File: config.mk
export PLATFORM = sky130hd
export DESIGN_NAME = color_sequence_monitor
export DESIGN_NICKNAME = d
export VERILOG_FILES = /design/src/rtl/color_sequence_monitor.sv
export SDC_FILE = /design/constraint.sdc
export NUM_CORES = 1
export LEC_CHECK = 0
export BUFFER_PORTS_ARGS = -buffer_cell sky130_fd_sc_hd__buf_2
export CAP_MARGIN = 0
export CELL_PAD_IN_SITES_DETAIL_PLACEMENT = 1
export CELL_PAD_IN_SITES_GLOBAL_PLACEMENT = 1
export CORE_MARGIN = 3
export CORE_UTILIZATION = 47
export DETAILED_ROUTE_END_ITERATION = 16
export PLACE_DENSITY_LB_ADDON = 0.15
export SLEW_MARGIN = 0
export SYNTH_ARGS = -nofsm -noshare
export SYNTH_HDL_FRONTEND = slang
export SYNTH_SLANG_ARGS = --single-unit
File: constraint.sdc
create_clock -name clk -period 7.3 [get_ports clk]
set_input_delay 1.46 -clock clk [delete_from_list [all_inputs] [get_ports clk]]
set_output_delay 1.46 -clock clk [all_outputs]
set_load 0.05 [all_outputs]
File: src/rtl/color_sequence_monitor.sv
// Receive-side checker for the RGB colour-cycling LED drive: glitch-filters the
// three lines, decodes a colour, measures each colour's dwell and flags order/timing faults.
module color_sequence_monitor #(
    parameter int COLOR_INTERVAL = 2000000,
    parameter int TOLERANCE      = 16,
    parameter int STABLE_CYCLES  = 4,
    localparam int DW            = $clog2(COLOR_INTERVAL + TOLERANCE + 1) + 1
) (
    input  logic          clk,
    input  logic          rst_n,
    input  logic          red,
    input  logic          green,
    input  logic          blue,
    output logic [2:0]    color,
    output logic          color_valid,
    output logic [DW-1:0] dwell,
    output logic          locked,
    output logic          seq_err,
    output logic          dwell_err,
    output logic          illegal_err,
    output logic [7:0]    err_count,
    output logic [1:0]    dbg_state
);

    localparam int SW = $clog2(STABLE_CYCLES + 1);
    localparam logic [SW-1:0] STAB_MAX = SW'(STABLE_CYCLES);
    localparam logic [DW-1:0] HI_LIM   = DW'(COLOR_INTERVAL + TOLERANCE);
    localparam logic [DW-1:0] LO_LIM   =
        DW'((COLOR_INTERVAL > TOLERANCE) ? (COLOR_INTERVAL - TOLERANCE) : 0);

    typedef enum logic [1:0] {
        ACQUIRE = 2'd0,
        FIRST   = 2'd1,
        TRACK   = 2'd2
    } state_t;

    state_t        r_state;
    logic [2:0]    r_in_q;
    logic [2:0]    r_prev;
    logic [2:0]    r_acc_raw;
    logic          r_acc_vld;
    logic [SW-1:0] r_stab;
    logic [DW-1:0] r_dwell_cnt;
    logic [DW-1:0] r_dwell;
    logic [2:0]    r_color;
    logic          r_valid;
    logic          r_locked;
    logic          r_seq_err;
    logic          r_dwell_err;
    logic          r_ill_err;
    logic [7:0]    r_err_count;

    logic [2:0]    w_cand;
    logic          w_legal;
    logic [SW-1:0] w_stab_next;
    logic          w_accept;
    logic [2:0]    w_succ;
    logic [DW-1:0] w_meas;
    logic          w_dwell_bad;
    logic          w_timeout;

    function automatic logic [2:0] decode(input logic [2:0] rgb);
        case (rgb)
            3'b100:  return 3'd0;
            3'b110:  return 3'd1;
            3'b010:  return 3'd2;
            3'b011:  return 3'd3;
            3'b001:  return 3'd4;
            3'b101:  return 3'd5;
            default: return 3'd7;
        endcase
    endfunction

    // Stability is tracked on the raw code so OFF followed by WHITE is still a new acceptance.
    always_comb begin
        w_cand  = decode(r_in_q);
        w_legal = (w_cand != 3'd7);
        if (r_in_q != r_prev)
            w_stab_next = SW'(1);
        else if (r_stab >= STAB_MAX)
            w_stab_next = STAB_MAX;
        else
            w_stab_next = r_stab + SW'(1);
        w_accept    = (w_stab_next == STAB_MAX) && (!r_acc_vld || (r_in_q != r_acc_raw));
        w_succ      = (r_color >= 3'd5) ? 3'd0 : (r_color + 3'd1);
        w_meas      = (r_dwell_cnt == '1) ? r_dwell_cnt : (r_dwell_cnt + DW'(1));
        w_dwell_bad = (w_meas > HI_LIM) || (w_meas < LO_LIM);
        w_timeout   = (r_state == TRACK) && !w_accept && (r_dwell_cnt == HI_LIM);
    end

    always_ff @(posedge clk) begin
        if (!rst_n) begin
            r_state     <= ACQUIRE;
            r_in_q      <= 3'd0;
            r_prev      <= 3'd0;
            r_acc_raw   <= 3'd0;
            r_acc_vld   <= 1'b0;
            r_stab      <= '0;
            r_dwell_cnt <= '0;
            r_dwell     <= '0;
            r_color     <= 3'd7;
            r_valid     <= 1'b0;
            r_locked    <= 1'b0;
            r_seq_err   <= 1'b0;
            r_dwell_err <= 1'b0;
            r_ill_err   <= 1'b0;
            r_err_count <= 8'd0;
        end else begin
            r_in_q      <= {red, green, blue};
            r_prev      <= r_in_q;
            r_stab      <= w_stab_next;
            r_dwell_cnt <= w_accept ? '0 : w_meas;
            r_valid     <= 1'b0;
            r_seq_err   <= 1'b0;
            r_dwell_err <= 1'b0;
            r_ill_err   <= 1'b0;

            if (w_accept) begin
                r_valid   <= 1'b1;
                r_color   <= w_cand;
                r_acc_raw <= r_in_q;
                r_acc_vld <= 1'b1;
                r_dwell   <= w_meas;
                case (r_state)
                    ACQUIRE: begin
                        if (!w_legal) r_ill_err <= 1'b1;
                        else          r_state   <= FIRST;
                    end
                    FIRST: begin
                        if (!w_legal) begin
                            r_ill_err <= 1'b1;
                            r_state   <= ACQUIRE;
                        end else if (w_cand == w_succ) begin
                            r_state  <= TRACK;
                            r_locked <= 1'b1;
                        end else begin
                            r_seq_err <= 1'b1;
                        end
                    end
                    TRACK: begin
                        if (!w_legal) begin
                            r_ill_err <= 1'b1;
                            r_locked  <= 1'b0;
                            r_state   <= ACQUIRE;
                        end else if (w_cand == w_succ) begin
                            r_dwell_err <= w_dwell_bad;
                        end else begin
                            r_seq_err <= 1'b1;
                            r_locked  <= 1'b0;
                            r_state   <= FIRST;
                        end
                    end
                    default: begin
                        r_locked <= 1'b0;
                        r_state  <= ACQUIRE;
                    end
                endcase
            end else if (w_timeout) begin
                // Colour frozen past the upper bound: report once, then re-acquire.
                r_dwell_err <= 1'b1;
                r_locked    <= 1'b0;
                r_state     <= ACQUIRE;
            end

            if ((r_seq_err || r_dwell_err || r_ill_err) && (r_err_count != 8'hFF))
                r_err_count <= r_err_count + 8'd1;
        end
    end

    assign color       = r_color;
    assign color_valid = r_valid;
    assign dwell       = r_dwell;
    assign locked      = r_locked;
    assign seq_err     = r_seq_err;
    assign dwell_err   = r_dwell_err;
    assign illegal_err = r_ill_err;
    assign err_count   = r_err_count;
    assign dbg_state   = r_state;

endmodule
==> run metrics, run 1 <==
GR Overflow Total=0; Setup Crit Path Kind=flop to flop; CTS Root Cell=clkbuf_8; Util after Layout=55.7%; simple-gate portion of the synthesized area=28.1%; crit start category=flop; area leader, netlist=dfxtp_1; H-Tree Level Count=3; wire per inst=16.7 µm; Post-DP HPWL=7120 µm; Cell Chain, Critical Path=nand4_1, nor3_1, a211o_1, xor2_1, o21ai_0, and3_1, o32ai_1, o2111a_1, o32ai_2; Syn-to-layout area delta=12.2%; Slew HR=between 40% and 50%; Setup WS pre-CTS=4.27 ns; most common cell after layout, fill and taps aside=dfxtp_1; multi-input logic area=0.00204 mm²; total of max-cap violations=0; Post-Route WL=9700 µm; remaining routing DRC violations=0; Site Rows=31; Num Clock Sinks=75; mux share of post-synthesis cell area=3.42%; clock buffer depth=2; Synth Flop Type=dfxtp_1; Worst-path clk slew=0.08 ns; sequential share of the synthesized area=40.6%; RSZ-0062 raised after global routing=false; number of setup violations in the final report=0; Yosys Warn Count=0; critical-path maximum fanout=9; total number of vias=~3,300; cts bufs inserted=9; fin. max-slew vios=0; outcome=finished clean; post-route ant nets=0; Buf+Inv Stages, Crit Path=0; vias in the first global route=3,339; vias per std cell=approximately 5.7; DP Area=~0.004 mm²; DIE AREA=0.00896 mm²; die width=94.7 µm; FFs w/ async S/R, synth=0%; min-delay worst type=flop to flop; fillers=941; critical path arrival=about 3.3 ns; clk_skew=0.00783 ns; Post-Synth Adder-Cell Area=3.72%; Worst Tran Pin Value=0.779 ns; largest net degree at the start of global routing=36; number of library cell types mapped by synthesis=56; design area=around 0.0041 mm²; syn avg cell area=8.34 µm²; port bufs=44; Syn Inst Count=443; Routability Congestion=0.867; drt first-iter violations=about 120; worst skew pair latency=0.35 ns; delay-heaviest family, CP=simple AND/OR/NAND/NOR gates; Leakage=roughly 0.0017 µW; Final min period=~3 ns; peak supply drop=94.0 µV; Core Area=0.00745 mm²; Synth Area in XOR/XNOR=around 6.4%; top cell type's share of synthesized area=40.6%; Fin. Hold Viols=0; Final #Nets=494; CTS tree=done; synth top area cells=dfxtp_1, nor2_1, nand2_1, ha_1, xor2_1; first-pass GRT wire length=16,100 µm; net count after synthesis=459; Hold Buf Count CTS=0; register bit total from synthesis=75; CTS resizes=0; DR pass1 iterations=4; f_max=325 MHz; CP Data Required Time=7.51 ns; # diodes=0; Post-synth EDFFs=0; fin crit share=between 40% and 50%; register area=0.00150 mm²; Tot GR Track Use=22.8%; CP endpoint kind=flop; worst setup margin=4.22 ns; antenna violations before repair=0; layout cells sized above 1=14.9%; Initial Util=49.6%; I/O Pins=45; Crit-path slowest cell=nor3_1; Sum Neg Setup Slack=0 ns; PD cells=around 190 mW/mm²; Post-CTS Setup Bufs=0; Synth Cell Area=0.00370 mm²; largest family of logic cells by synthesized area=simple AND/OR/NAND/NOR gates; most frequent cells in the layout=dfxtp_1, nor2_1, buf_2; Compound-Gate Fraction of Synth Area=13.3%; Crit path largest cell delay=0.58 ns; die height=between 90 and 100 µm
-- cell usage after synthesis, drive strengths merged, types with 6 or more instances --
master and count:
a211oi 16, xor2 15, and3 8, nor4 6, o21ai 15, nor3 19
inv 12, nor2 70, a21oi 22, ha 11, nand2 42, buf 10
clkbuf 12, xnor2 12, dfxtp 75, nand4 12, and2 7, mux2i 10
nand3 17
-- flip-flops by register name, summed over array words and instances, names as in the netlist, 2 cells and up --
signal	flops
color	3
dbg_state	2
dwell	22
err_count	8
r_acc_raw	3
r_dwell_cnt	22
r_in_q	3
r_prev	3
r_stab	3
-- where the power goes --
part           internal, µW  leakage, µW  switching (µW)
Combinational          13.1     0.000946            26.7
Clock                   167    0.0000987             162
Sequential              414     0.000606            6.25
-- worst paths after layout --
check	start	endpoint	slack, ns	cells past startpoint
setup / recovery	r_dwell_cnt[12]	dwell_err	4.22	9
hold / removal	dwell[20]	dwell[20]	0.47	2
hold reg to reg	dwell[20]	dwell[20]	0.47	2
setup reg to reg	r_dwell_cnt[12]	dwell_err	4.22	9
-- cells by family after synthesis --
| kind of cell | Yosys count |
|---|---|
| fa+ha+maj | 11 |
| xor+xnor | 27 |
| simple gates | 209 |
| buf+inv | 35 |
| compound gates | 74 |
| mux | 12 |
| flops | 75 |
-- worst min-delay path, delay by kind of cell, from the launching register on --
kind             cells  cell delay [ns]
AND/OR/NAND/NOR      1             0.06
AO/OA/AOI/OAI        1             0.06
flip-flops           1             0.31
-- per-stage QoR --
stage               std cells  power, µW  hold WS, ns
global route              582        819        0.511
CTS                       582        793        0.472
finish                    582        789        0.472
detailed placement        566        469        0.461
global placement          566        467        0.456
floorplan                 443        459        0.433
-- final cells by class --
class                   count  area share, %
inverters                  13           1.18
clock inverters             6           1.54
repair buffers             46           5.67
multi-input cells         333           49.1
well taps                  99           2.99
flip-flops and latches     75           36.2
clock buffers              10           3.32
-- metal layers --
| metal | track usage [%] | vias up | part of all wire, % | wire, µm |
|---|---|---|---|---|
| met2 | 38.6 | 57 | 48 | 4700 |
| li1 | - | 1637 | - | - |
| met5 | 0 | - | 0 | 0 |
| met1 | 29.3 | 1633 | 47 | 4540 |
| met3 | 4.86 | 7 | 3.8 | 367 |
| met4 | 6.01 | 0 | 0.94 | 91 |
Note: power is estimated with default switching activity, not from simulation.
==> run 2, diff against run 1 <==
- CORE_UTILIZATION: 47 -> 43
- clock period: 7.3 -> 2.9 ns (I/O delays scaled with it)
==> run 2 against run 1 <==
Global-route usage is 1.1 points lower. Cell area is 5.2% higher. Clock-buffer cell count increased by 1. Cell count is 5.2% higher. Clock power rose by 150%. Critical path type unchanged. Largest cell class unchanged. Largest power group unchanged. Highest routed layer unchanged.
==> run metrics, run 2 (synthesis gave the netlist of run 1 again) <==
outcome=finished clean; min-delay worst type=input port to flop; Leakage=0.00177 µW (+7.3%); Setup WS pre-CTS=0.130 ns (-4.15 ns); # diodes=0 (unchanged); worst setup margin=0.144 ns (-4.08 ns); f_max=363 MHz (+12%); vias in the first global route=3,405 (+2.0%); RSZ-0062 raised after global routing=false; DIE AREA=0.00974 mm² (+8.7%); Min-Delay Path Depth=2 (unchanged); register area=0.00151 mm² (+0.25%); part of the power in the clock network=41.0% (-0.7 points); crit start category=flop; port bufs=44 (unchanged); R2R Path End=dwell_err; die height=98.7 µm (+4.3%); remaining routing DRC violations=0 (unchanged); switching power share of the total=24.9% (+0.20 points); H-Tree Level Count=3 (unchanged); critical-path maximum fanout=5 (-4); Post-Route WL=10,300 µm (+5.8%); Initial Util=44.5% (-5.1 points); CTS tree=done; PD cells=452 mW/mm² (+140%); Core Area=0.00830 mm² (+11%); Fin. Hold Viols=0 (unchanged); Final min period=2.76 ns (-0.321 ns); Slew HR=53.7% (+5.7 points); clk_skew=0.0105 ns (+0.00263 ns); peak supply drop=213 µV (+130%); worst skew pair latency=0.35 ns (about the same); fillers=1,027 (+9.1%); first-pass GRT wire length=17,000 µm (+5.6%); antenna violations before repair=0 (unchanged); most common cell after layout, fill and taps aside=dfxtp_1; drt first-iter violations=130 (+6.6%); Hold Path End=r_in_q[1]; fin. max-slew vios=0 (unchanged); Tot GR Track Use=21.6% (-1.1 points); Worst-path clk slew=0.09 ns (about the same); Switch Pwr=492 µW (+150%); Syn-to-layout area delta=18.1%; layout cells sized above 1=20.1% (+5.2 points); die width=98.7 µm (+4.3%); Hold Buf Count CTS=0 (unchanged); CP endpoint kind=flop; most frequent cells in the layout=dfxtp_1, nor2_1, buf_2; post-route ant nets=0 (unchanged); Routability Congestion=0.943 (+8.7%); multi-input logic area=0.00207 mm² (+1.7%); Final #Nets=518 (+4.9%); Gate power share=5.4% (+0.4 points); largest net degree at the start of global routing=35 (-2.8%); hold_sp=green; Post-DP HPWL=7420 µm (+4.1%); CP Data Required Time=3.16 ns (-4.35 ns); total internal power=1480 µW (+150%); clock buffer depth=2 (unchanged); sequential power share=53.6% (+0.4 points); CTS Root Cell=clkbuf_8; DR pass1 iterations=4 (unchanged); total of max-cap violations=0 (unchanged); Setup Crit Path Kind=flop to flop; number of setup violations in the final report=0 (unchanged); I/O Pins=45 (unchanged); critical path arrival=3.02 ns (-0.26 ns); Num Clock Sinks=75 (unchanged); total number of vias=3,401 (+2.0%); Worst Tran Pin Value=0.690 ns (-0.0889 ns); wire per inst=16.8 µm (+0.64%); worst r2r src=r_dwell_cnt[14]; vias per std cell=5.56 (-3.0%); Sum Neg Setup Slack=0 ns (unchanged); cts bufs inserted=9 (unchanged); GR Overflow Total=0 (unchanged); Site Rows=33 (+6.5%); fin crit share=95.0% (+53 points); R2R setup slack=0.14 ns (-4.08 ns); Worst R2R Path Depth=8 (-1)
## run 2: critical path, stage by stage (launching register included)
cell,delay (ns)
dfxtp_1,0.45
nand4_1,0.28
or4_1,0.70
nand4_1,0.18
xor2_2,0.13
or3_1,0.40
nand2b_1,0.15
o2111a_1,0.15
o32ai_2,0.23
## run 2: area by class of cell
cell class | count | share of cell area (%)
timing repair buffer | 70 | 9.52
sequential | 75 | 34.5
tap | 105 | 3.01
inverter | 13 | 1.12
clock buffer | 11 | 3.01
clock inverter | 5 | 1.43
multi-input combinational | 333 | 47.4
## run 2: worst max path at each step
stage                                from  cells after the start            to
after global placement    r_dwell_cnt[13]                      9     dwell_err
after detailed placement   r_dwell_cnt[8]                      8     dwell_err
after global routing             color[1]                     10  dbg_state[1]
after CTS                 r_dwell_cnt[13]                      9     dwell_err
after floorplan                  color[1]                     10  dbg_state[0]
final                     r_dwell_cnt[14]                      8     dwell_err
## run 2: power by group through the flow
| stage | Combinational, µW | Clock, µW | Sequential, µW |
|---|---|---|---|
| 6_report | 106 | 810 | 1060 |
| 3_5_place_dp | 106 | 0 | 1080 |
| 2_1_floorplan | 75.1 | 0 | 1080 |
| 5_1_grt | 118 | 878 | 1060 |
| 4_1_cts | 108 | 831 | 1060 |
| 3_3_place_gp | 102 | 0 | 1080 |
## run 2: metrics by stage
step           cell area, µm²  std cells  total power (µW)  hold slack, ns  util, %
2_1_floorplan            3700        443              1160           0.433        -
3_3_place_gp             4100        592              1180           0.443     49.4
3_5_place_dp             4100        592              1190           0.462     49.4
4_1_cts                  4300        608              2000           0.415     51.8
5_1_grt                  4370        612              2060           0.410     52.6
6_report                 4370        612              1970           0.425     52.6
## run 2: layer usage
layer / vias up / track usage, % / wire length [µm]
met3: 12 / 3.96 / 301
met1: 1647 / 28.9 / 5040
met4: 0 / 6.20 / 146
met2: 67 / 35.8 / 4780
li1: 1675 / - / -
met5: - / 0 / 0
## run 2: what timing repair did
action | 4_1_cts | 5_1_grt
gates resized for setup | 0 | 9
setup buffers | 0 | 4
endpoints found under the setup margin | 0 | 3
==> run 3, diff against run 2 <==
- CORE_MARGIN: 3 -> default
- CORE_UTILIZATION: 43 -> 39
- clock period: 2.9 -> 2.2 ns (I/O delays scaled with it)
==> run 3 against run 2 <==
The run now ends with negative setup slack left. Critical path type unchanged. Global-route usage is 3.1 points higher. Non-clock buffer count is 79 higher. Largest cell class unchanged. Sequential power is 30% higher. Sequential cell count unchanged. Cell count grew 14%. Clock-buffer cell count down 1.
==> run metrics, run 3 (synthesis gave the netlist of run 1 again) <==
outcome=finished with violations; failing checks=negative setup slack; critical-path maximum fanout=5 (unchanged); Post-Route WL=12,200 µm (+19%); Slew HR=63.8% (+10 points); Min-Delay Path Depth=2 (unchanged); GR Overflow Total=0 (unchanged); # diodes=0 (unchanged); f_max=382 MHz (+5.2%); H-Tree Level Count=3 (unchanged); Worst path depth=10 (+2); most common cell after layout, fill and taps aside=buf_4; fin. max-slew vios=0 (unchanged); clock buffer depth=2 (unchanged); fin crit share=119% (+24 points); CP endpoint kind=flop; RSZ-0062 raised after global routing=true; most frequent cells in the layout=buf_4, nor2_1, dfxtp_1; clk_skew=0.0124 ns (+0.00193 ns); remaining routing DRC violations=0 (unchanged); Worst Tran Pin Value=0.541 ns (-0.149 ns); hold_sp=green; DP Area=0.00469 mm² (+14%); CP Data Required Time=2.49 ns (-0.67 ns); Fin. Hold Viols=0 (unchanged); peak supply drop=296 µV (+39%); Setup WS pre-CTS=-0.440 ns (-0.569 ns); Hold Buf Count CTS=0 (unchanged); Util after Layout=56.9% (+4.3 points); Worst-path clk slew=0.09 ns (about the same); Tot GR Track Use=24.7% (+3.1 points); total number of vias=3,770 (+11%); worst setup margin=-0.420 ns (-0.564 ns); Final Total Pwr=2680 µW (+36%); DIE AREA=0.00987 mm² (+1.3%); Core Area=0.00920 mm² (+11%); drt first-iter violations=127 (-2.3%); I/O Pins=45 (unchanged); layout cells sized above 1=37.2% (+17 points); crit start category=flop; number of setup violations in the final report=4 (+4); die width=99.4 µm (+0.65%); Final #Nets=597 (+15%); Crit-path slowest cell=or3_4; first-pass GRT wire length=19,000 µm (+12%); min-delay worst type=input port to flop; post-route ant nets=0 (unchanged); final hold slack=0.286 ns (-0.139 ns); DR pass1 iterations=4 (unchanged); delay-heaviest family, CP=compound AO/OA/AOI/OAI gates; Post-DP HPWL=8580 µm (+16%); Leakage=0.00221 µW (+25%); Hold Path End=r_in_q[1]; Crit path largest cell delay=0.41 ns (-0.29 ns); critical path arrival=2.91 ns (-0.11 ns); largest net degree at the start of global routing=35 (unchanged); Final min period=2.62 ns (-0.136 ns); cts bufs inserted=9 (unchanged); Worst R2R Path Depth=10 (+2); Initial Util=40.2% (-4.3 points); fillers=1,136 (+11%); Site Rows=35 (+6.1%); Setup Crit Path Kind=flop to flop; port bufs=44 (unchanged); R2R setup slack=-0.42 ns (-0.56 ns); wire per inst=17.5 µm (+4.6%); vias in the first global route=3,828 (+12%); R2R Path End=dwell_err; Routability Congestion=0.918 (-2.7%); PD cells=512 mW/mm² (+13%); Cell Chain, Critical Path=nand4_1, buf_4, or3_4, a211oi_1, o21a_1, nor2_1, or2_0, o21bai_1, o2111a_1, o32ai_2; vias per std cell=5.41 (-2.7%); Num Clock Sinks=75 (unchanged); total of max-cap violations=0 (unchanged); CTS tree=done; design area=0.00523 mm² (+20%); worst r2r src=r_dwell_cnt[17]; Buf+Inv Stages, Crit Path=1 (+1); antenna violations before repair=0 (unchanged); CTS Root Cell=clkbuf_8; die height=99.4 µm (+0.65%); worst skew pair latency=0.36 ns (about the same); Syn-to-layout area delta=41.5%
==> run 3: cell count changes in the layout (fill, tap and decap cells not counted), sizes merged <==
cell / delta
clkinvlp: +1
buf: +78
==> run 3: timing repair <==
action	4_1_cts	5_1_grt
buffers inserted	7	7
gates cloned	0	1
pin swaps	7	14
setup endpoints to repair	18	48
resized for setup	18	35
==> run 3: worst max path at each step <==
stage | start | slack (ns) | to
3_3_place_gp | r_dwell_cnt[13] | -0.31 | dwell_err
2_1_floorplan | r_dwell_cnt[2] | -0.24 | dwell_err
3_5_place_dp | r_dwell_cnt[1] | -0.44 | dwell_err
6_report | r_dwell_cnt[17] | -0.42 | dwell_err
5_1_grt | r_dwell_cnt[17] | -0.54 | dwell_err
4_1_cts | r_dwell_cnt[14] | -0.36 | dwell_err
==> run 3: power breakdown <==
group / switching [µW] / total, µW / internal [µW] / leakage, µW
Clock: 567 / 1090 / 526 / 0.0000889
Combinational: 117 / 204 / 87.2 / 0.00151
Sequential: 13.1 / 1380 / 1370 / 0.000612
Total: 697 / 2680 / 1980 / 0.00221
==> run 3: layout make-up <==
| class | instances | area (µm²) | area share, % |
|---|---|---|---|
| tap | 111 | 139 | 2.66 |
| timing repair buffer | 149 | 1070 | 20.5 |
| sequential | 75 | 1530 | 29.2 |
| clock inverter | 6 | 66.3 | 1.27 |
| multi-input combinational | 333 | 2240 | 42.9 |
| inverter | 13 | 51.3 | 0.981 |
| clock buffer | 10 | 128 | 2.44 |
==> run 3: layer usage <==
metal / GRT usage (%) / part of all wire, % / wire length [µm] / vias up
met5: 0 / 0 / 0 / -
met4: 8.60 / 1.9 / 234 / 0
met3: 3.30 / 3.6 / 438 / 22
met2: 44.1 / 51 / 6230 / 78
met1: 30.4 / 44 / 5330 / 1840
li1: - / - / - / 1830
==> run 3: worst register-to-register path: stages (launching register included) <==
cell and delay, ns:
dfxtp_1 0.35, nand4_1 0.10, buf_4 0.17, or3_4 0.41
a211oi_1 0.38, o21a_1 0.16, nor2_1 0.05, or2_0 0.27
o21bai_1 0.18, o2111a_1 0.25, o32ai_2 0.23
==> run 3: per-stage QoR <==
stage / std cells / TNS (ns)
after floorplan: 443 / -0.614
after global placement: 666 / -0.897
after detailed placement: 666 / -1.71
after CTS: 689 / -1.19
after global routing: 697 / -1.84
final: 697 / -1.29
